<file path="config.mk">
export PLATFORM = sky130hd
export DESIGN_NAME = alu_pipe
export DESIGN_NICKNAME = d
export VERILOG_FILES = /design/src/rtl/alu_pipe.sv
export SDC_FILE = /design/constraint.sdc
export NUM_CORES = 1
export LEC_CHECK = 0
export ABC_CLOCK_PERIOD_IN_PS = 6420
export BUFFER_PORTS_ARGS = -buffer_cell sky130_fd_sc_hd__buf_4
export CAP_MARGIN = 5
export CORE_MARGIN = 2
export CORE_UTILIZATION = 40
export DETAILED_ROUTE_END_ITERATION = 10
export PLACE_DENSITY = 0.67
export SKIP_CTS_REPAIR_TIMING = 1
export SYNTH_ARGS = -nofsm -noshare
export SYNTH_HDL_FRONTEND = slang
export SYNTH_SLANG_ARGS = --single-unit
</file>
<file path="constraint.sdc">
create_clock -name clk -period 6.42 [get_ports clk]
set_input_delay 1.284 -clock clk [delete_from_list [all_inputs] [get_ports clk]]
set_output_delay 1.284 -clock clk [all_outputs]
set_load 0.005 [all_outputs]
</file>
<file path="src/rtl/alu_pipe.sv">
// Registered, handshaked ALU with flags, saturating add/sub and a
// multi-cycle signed shift-add multiplier.
module alu_pipe #(
    parameter int WIDTH = 16,
    parameter bit SAT   = 1'b1
) (
    input  logic             clk,
    input  logic             rst_n,
    input  logic             in_valid,
    output logic             in_ready,
    input  logic [WIDTH-1:0] a,
    input  logic [WIDTH-1:0] b,
    input  logic [3:0]       ctrl,
    output logic             out_valid,
    input  logic             out_ready,
    output logic [WIDTH-1:0] out,
    output logic             ovfl,
    output logic             zero,
    output logic             neg
);

    localparam int SHW = $clog2(WIDTH);

    localparam logic [3:0] OP_ADD = 4'h0;
    localparam logic [3:0] OP_SUB = 4'h1;
    localparam logic [3:0] OP_AND = 4'h2;
    localparam logic [3:0] OP_OR  = 4'h3;
    localparam logic [3:0] OP_XOR = 4'h4;
    localparam logic [3:0] OP_SLL = 4'h5;
    localparam logic [3:0] OP_SRA = 4'h6;
    localparam logic [3:0] OP_ROR = 4'h7;
    localparam logic [3:0] OP_MUL = 4'h8;

    localparam logic [WIDTH-1:0] SMAX = {1'b0, {(WIDTH-1){1'b1}}};
    localparam logic [WIDTH-1:0] SMIN = {1'b1, {(WIDTH-1){1'b0}}};
    localparam logic [SHW-1:0]   CNT_LAST = SHW'(WIDTH - 1);

    typedef enum logic [1:0] {
        IDLE,
        MUL,
        DONE
    } state_t;

    state_t state, state_n;

    logic               rdy_en;
    logic               accept;
    logic               is_mul;
    logic               last;
    logic [SHW-1:0]     cnt;
    logic [2*WIDTH-1:0] acc;
    logic [2*WIDTH-1:0] acc_n;
    logic [2*WIDTH-1:0] mcand;
    logic [2*WIDTH-1:0] prod;
    logic [WIDTH-1:0]   mplier;
    logic [WIDTH-1:0]   abs_a;
    logic [WIDTH-1:0]   abs_b;
    logic [WIDTH-1:0]   sum;
    logic [WIDTH-1:0]   dif;
    logic [WIDTH-1:0]   res;
    logic               res_ovf;
    logic               msign;
    logic               mul_ovf;

    assign accept = in_valid & in_ready;
    assign is_mul = (ctrl == OP_MUL);
    assign last   = (cnt == CNT_LAST);

    // rdy_en keeps in_ready low until the first edge after reset release
    always_ff @(posedge clk or negedge rst_n) begin
        if (!rst_n) begin
            state  <= IDLE;
            rdy_en <= 1'b0;
        end else begin
            state  <= state_n;
            rdy_en <= 1'b1;
        end
    end

    always_comb begin
        state_n = state;
        unique case (state)
            IDLE: begin
                if (accept) state_n = is_mul ? MUL : DONE;
            end
            MUL: begin
                if (last) state_n = DONE;
            end
            DONE: begin
                if (accept)         state_n = is_mul ? MUL : DONE;
                else if (out_ready) state_n = IDLE;
            end
            default: state_n = IDLE;
        endcase
    end

    always_comb begin
        in_ready  = 1'b0;
        out_valid = 1'b0;
        unique case (state)
            IDLE: in_ready = rdy_en;
            DONE: begin
                out_valid = 1'b1;
                in_ready  = out_ready;
            end
            default: ;
        endcase
    end

    always_comb begin
        sum     = a + b;
        dif     = a - b;
        res     = '0;
        res_ovf = 1'b0;
        unique case (ctrl)
            OP_ADD: begin
                res     = sum;
                res_ovf = (a[WIDTH-1] == b[WIDTH-1]) &&
                          (sum[WIDTH-1] != a[WIDTH-1]);
            end
            OP_SUB: begin
                res     = dif;
                res_ovf = (a[WIDTH-1] != b[WIDTH-1]) &&
                          (dif[WIDTH-1] != a[WIDTH-1]);
            end
            OP_AND: res = a & b;
            OP_OR:  res = a | b;
            OP_XOR: res = a ^ b;
            OP_SLL: res = a << b[SHW-1:0];
            OP_SRA: res = $unsigned($signed(a) >>> b[SHW-1:0]);
            OP_ROR: res = WIDTH'({a, a} >> b[SHW-1:0]);
            default: ;
        endcase
        // overflow direction follows the sign of a for both add and sub
        if (SAT && res_ovf) res = a[WIDTH-1] ? SMIN : SMAX;
    end

    // sign-magnitude multiply: unsigned shift-add, sign applied at the end
    assign abs_a   = a[WIDTH-1] ? -a : a;
    assign abs_b   = b[WIDTH-1] ? -b : b;
    assign acc_n   = acc + (mplier[0] ? mcand : '0);
    assign prod    = msign ? -acc_n : acc_n;
    assign mul_ovf = !((prod[2*WIDTH-1:WIDTH-1] == '0) ||
                       (prod[2*WIDTH-1:WIDTH-1] == '1));

    always_ff @(posedge clk or negedge rst_n) begin
        if (!rst_n) begin
            acc    <= '0;
            mcand  <= '0;
            mplier <= '0;
            msign  <= 1'b0;
            cnt    <= '0;
            out    <= '0;
            ovfl   <= 1'b0;
            zero   <= 1'b0;
            neg    <= 1'b0;
        end else if (accept) begin
            if (is_mul) begin
                acc    <= '0;
                mcand  <= {{WIDTH{1'b0}}, abs_a};
                mplier <= abs_b;
                msign  <= a[WIDTH-1] ^ b[WIDTH-1];
                cnt    <= '0;
            end else begin
                out  <= res;
                ovfl <= res_ovf;
                zero <= (res == '0);
                neg  <= res[WIDTH-1];
            end
        end else if (state == MUL) begin
            acc    <= acc_n;
            mcand  <= mcand << 1;
            mplier <= mplier >> 1;
            cnt    <= cnt + SHW'(1);
            if (last) begin
                out  <= prod[WIDTH-1:0];
                ovfl <= mul_ovf;
                zero <= (prod[WIDTH-1:0] == '0);
                neg  <= prod[WIDTH-1];
            end
        end
    end

endmodule

</file>
* After elaboration in Yosys (flattened, before gate mapping) *
Index checks and enable logic that the tools add are counted.

storage, ports and cells
  register bits after elaboration = 107
  bits of input ports = 40
  output and inout port bits = 21
  logic and storage cells = 106

operators by class
  shift operators = 3
  add/subtract/negate cells = 7
  multiplexer cells = 44
  eq/ne operators = 21
  reduce and logical (&&, ||, !) cells = 15
  bitwise logic cells = 5

operators by type and width
  kind                                                              count
  32-bit 2-to-1 mux                                                 8
  16-bit 2-to-1 mux                                                 11
  16-bit case mux with 8 select lines                               1
  32-bit adder                                                      1
  16-bit zero test                                                  2
  16-bit negator                                                    2
  32-bit negator                                                    1
  32-bit by 4-bit right shift with 16-bit output                    1
  17-bit == test (second input constant)                            1
  17-bit zero test                                                  1
  16-bit adder                                                      1
  16-bit AND                                                        1
  4-bit by 3-bit == test with 1-bit output (second input constant)  4
  16-bit OR                                                         1
  16-bit by 4-bit << shifter with 16-bit output                     1
  16-bit by 4-bit >>> shifter with 16-bit output                    1
  16-bit subtractor                                                 1
  16-bit XOR                                                        1
  1-bit 2-to-1 mux                                                  13
  4-bit 2-to-1 mux                                                  3
  2-bit 2-to-1 mux                                                  5
  4-bit by 2-bit == test with 1-bit output (second input constant)  2
  4-bit == test (second input constant)                             2
  2-bit inequality test (second input constant)                     3
  other kinds (20)                                                  27

* Depth between registers and ports, before layout *
  depth after elaboration = 10
  depth in mapped cells = 18
  gate-level depth less buffers = 16

* Worst setup path after synthesis *
Ideal clock, no wire load.

  kind = input port to flip-flop
  start point = input b[2]
  end point = register zero
  cell stages on the path = 16
  data required time = 6296 ps
  buffers on the path = 3
  library setup time = 124 ps
  path slack = 1169 ps
  data arrival time = 5127 ps
  path through = clkbuf_1 inv_1 buf_1 clkbuf_1 ha_1 inv_1 o21bai_1 a21oi_1 o31ai_1 o22ai_1 nor4b_1 a2111oi_2 o41ai_1 and4b_1 and4_1 o31a_1

on the way
  cells in the longest elaborated chain, start to end = 8
  elaborated cells between the ends (all ways) = 18
  classes of those cells = 2 x add/sub; 2 x eq/ne; 3 x shift; 5 x mux; 3 x bitwise; 3 x reduce/logical

RTL lines
  what                                               line      RTL
  from (decl)                                        12        input logic [WIDTH-1:0] b,
  16-bit subtractor or 16-bit adder (tied branches)  112, 111
  1-bit inequality test, on equally long branches    124, 119
  1-bit logical AND, on equally long branches        123, 118
  1-bit case mux with 2 select lines                 115       unique case (ctrl)
  16-bit 2-to-1 mux (*)                              135       if (SAT && res_ovf) res = a[WIDTH-1] ? SMIN : SMAX;
  16-bit zero test (*)                               167       zero <= (res == '0);
  1-bit 2-to-1 mux (*)                               158       if (is_mul) begin
  1-bit 2-to-1 mux (*)                               157       end else if (accept) begin
  to (signal assigned)                               167
  to (signal assigned)                               178       zero <= (prod[WIDTH-1:0] == '0);
  to (decl)                                          18        output logic zero,

Mark *: on every way between the ends. The rest lies on a longest branch, timed or not. The select of a mux whose other input is x is not followed.
A chain may end at the register's enable or synchronous reset.

* Final worst setup path *
  start point = input b[1]
  end point = register zero

Same word-level chain as after synthesis.

==> results.ini <==
[outcome]
status = finished, final reports clean

[yosys]
yosysTopAreaCell = dfrtp_1
syn_inst = 1623
synth_cell_type_count = 95
ys_seq_elements = 106
ys_top_cells_by_area = dfrtp_1, ha_1, o21ai_0, nand2_1, a21oi_1
synth_area_um2 = 12100
ys.flop_type = dfrtp_1
synth_enable_flop_cells = 0
postSynth.asyncResetShare = 1.00
synth_seq_area_share = 0.219
syn_avg_cell_area_um2 = 7.47
synth_top_area_share = 0.219
synth_nets = 1749
ys_warn_count = 0

[layout]
postLayoutCellArea_um2 = 13100
finalNonFillerCells = 2004
area_growth_pct = 8.40
antenna_cells = 0
nets = 1735
drive_above_1_share = 0.0973
mostFrequentLayoutCells = nand2_1, o21ai_0, nor2_1, a21oi_1, dfrtp_1
layout_commonest_cell = nand2_1
fillCellCount = 2974

[worst_hold_path]
min_path_type = reg -> reg

[grt]
grt_util_met2 = 0.442
grt_antenna_before_repair = 1
grt_first_pass_wirelength_um = 67300
grt_util_all_layers = 0.273
grtUsageMet3 = 0.0294
busiest_layer = met2
overflow = 0
grt_start_max_net_pins = 69
grtUsageMet1 = 0.371
grt_pass1_vias = 11634

[timing]
finalClockSkew_ns = 0.0179
worstMarginPinSlew_ns = 1.15
drv_slew = 0
fin_hold_ws_ns = 0.480
period_needed_ns = 5.32
rsz0062_at_grt = no
setup_viol = 0
finalHoldViolations = 0
period_share = 0.829
max_freq_mhz = 188
slew_headroom = 0.234
tns_ns = 0

[clock_network]
numCtsBuffers = 9
htree_levels = 3
cts_tree = built
clkLatencyLatePin_ns = 0.36
clk_pin_slew_ns = 0.08
cts.path.max_buffers = 2
cts_sinks = 106
cts_root_buf = clkbuf_16

[power]
combinationalPowerShare = 0.582
clkPwrFrac = 0.137
irDropWorstVdd_mv = 0.172
p_sw_mw = 1.97
switching_share = 0.484
power_density_nw_per_um2 = 309
internal_power_mw = 2.09
leakage_nw = 5.53
seq_power_share = 0.280

[setup_path]
crit_required_ns = 6.66
cp-end-kind = flop
crit_fanout = 46
crit_type = in -> reg
worst-r2r-setup-slack_ns = 1.20
cp.arrival_ns = 5.56
cp-start-kind = primary input

[detailed_routing]
vias = 12467
wl_um = 43300
firstDrtPassIters = 6
via_per_inst = 6.22
detail-route-antenna-nets = 0
drtIter0Drc = 1253
routedWlPerCell_um = 21.6
drc = 0

[floorplanning]
start_util = 0.408
num_io_pins = 61
rows = 63
die_area_um2 = 31700
core_um2 = 29700
die_width_um = 178
die_height_um = 178

[placed_design]
portBuffers = 60
placed_cell_area_um2 = 12900
hpwl_um = 33500
place_congestion = 1.01
dp.cells = 1988

[run]
drv_cap = 0

Yosys cell counts (13+ instances only):
master / n
nor4_1: 16
ha_1: 83
o31ai_1: 17
xnor2_1: 61
clkbuf_1: 91
inv_1: 62
a22oi_1: 18
nand2_1: 210
a21oi_1: 137
o22ai_1: 14
a21o_1: 20
dfrtp_1: 106
nand3_1: 57
mux4_2: 18
xor2_1: 15
mux2i_1: 33
and2_1: 38
a31oi_1: 19
o211ai_1: 16
o21a_1: 13
nor2_1: 138
or3_1: 13
o21ai_0: 171
a211oi_1: 18
nor3_1: 31
power by group through the flow:
stage	registers [mW]	clock network, mW	logic [mW]
floorplan	1.09	0	1.66
global placement	1.14	0	2.28
detailed placement	1.15	0	2.31
CTS	1.14	0.570	2.33
global route	1.17	0.594	2.61
finish	1.14	0.558	2.37
cells by family after synthesis:
family,after synthesis,share of synthesized area
AND/OR/NAND/NOR,578,0.225
other,1,0.000309
XOR/XNOR,77,0.0562
adder cells (fa/ha/maj),86,0.0906
buffers and inverters,169,0.0532
AO/OA/AOI/OAI,551,0.291
multiplexers,55,0.0644
flip-flops,106,0.219
stage by stage:
step / utilization / setup WS [ns] / total power [mW]
finish: 0.442 / 1.10 / 4.06
global route: 0.442 / 0.862 / 4.38
CTS: 0.442 / 1.28 / 4.04
detailed placement: 0.432 / 0.920 / 3.46
global placement: 0.432 / 1.07 / 3.42
floorplan: - / 1.17 / 2.75
worst max-delay path, stage by stage:
cell	delay, ns
buf_4	0.43
inv_1	0.30
ha_1	0.40
a21oi_1	0.09
o21bai_1	0.30
a21oi_1	0.16
o31ai_1	0.56
o22ai_1	0.25
nor4b_1	0.24
a2111o_1	0.54
a31oi_1	0.27
nor3_1	0.10
nor3b_1	0.15
and4_1	0.20
o31a_1	0.26
per-layer routing:
layer	vias to the layer above	routed length, µm
li1	5871	-
met1	5984	18900
met2	521	19800
met3	91	2730
met4	0	1930
met5	-	0
path summary, 6_finish.rpt:
path                                       start               endpoint  cells after the start
max in group asynchronous                  rst_n     out[5]$_DFFE_PN0P_                      2
min in group asynchronous                  rst_n  mcand[25]$_DFFE_PN0P_                      1
setup / recovery                            b[1]       zero$_DFFE_PN0P_                     15
hold reg to reg            mplier[2]$_DFFE_PN0P_  mplier[2]$_DFFE_PN0P_                      2
setup reg to reg           mplier[0]$_DFFE_PN0P_       ovfl$_DFFE_PN0P_                     16
hold / removal             mplier[2]$_DFFE_PN0P_  mplier[2]$_DFFE_PN0P_                      2
layout make-up:
| class | instances | area, µm² | share of cell area |
|---|---|---|---|
| clock buffer | 9 | 225 | 0.0171 |
| clock inverter | 7 | 70.1 | 0.00533 |
| inverter | 63 | 236 | 0.0180 |
| multi-input combinational | 1348 | 8870 | 0.674 |
| sequential | 106 | 2650 | 0.202 |
| tap | 390 | 488 | 0.0371 |
| timing repair buffer | 81 | 608 | 0.0463 |
registers in the layout, summed over array words and instances (netlist names):
signal	flops
state	2
acc	32
mplier	16
mcand	32
zero	1
out	16
ovfl	1
msign	1
rdy_en	1
cnt	4
(Power assumes the default switching activity.)
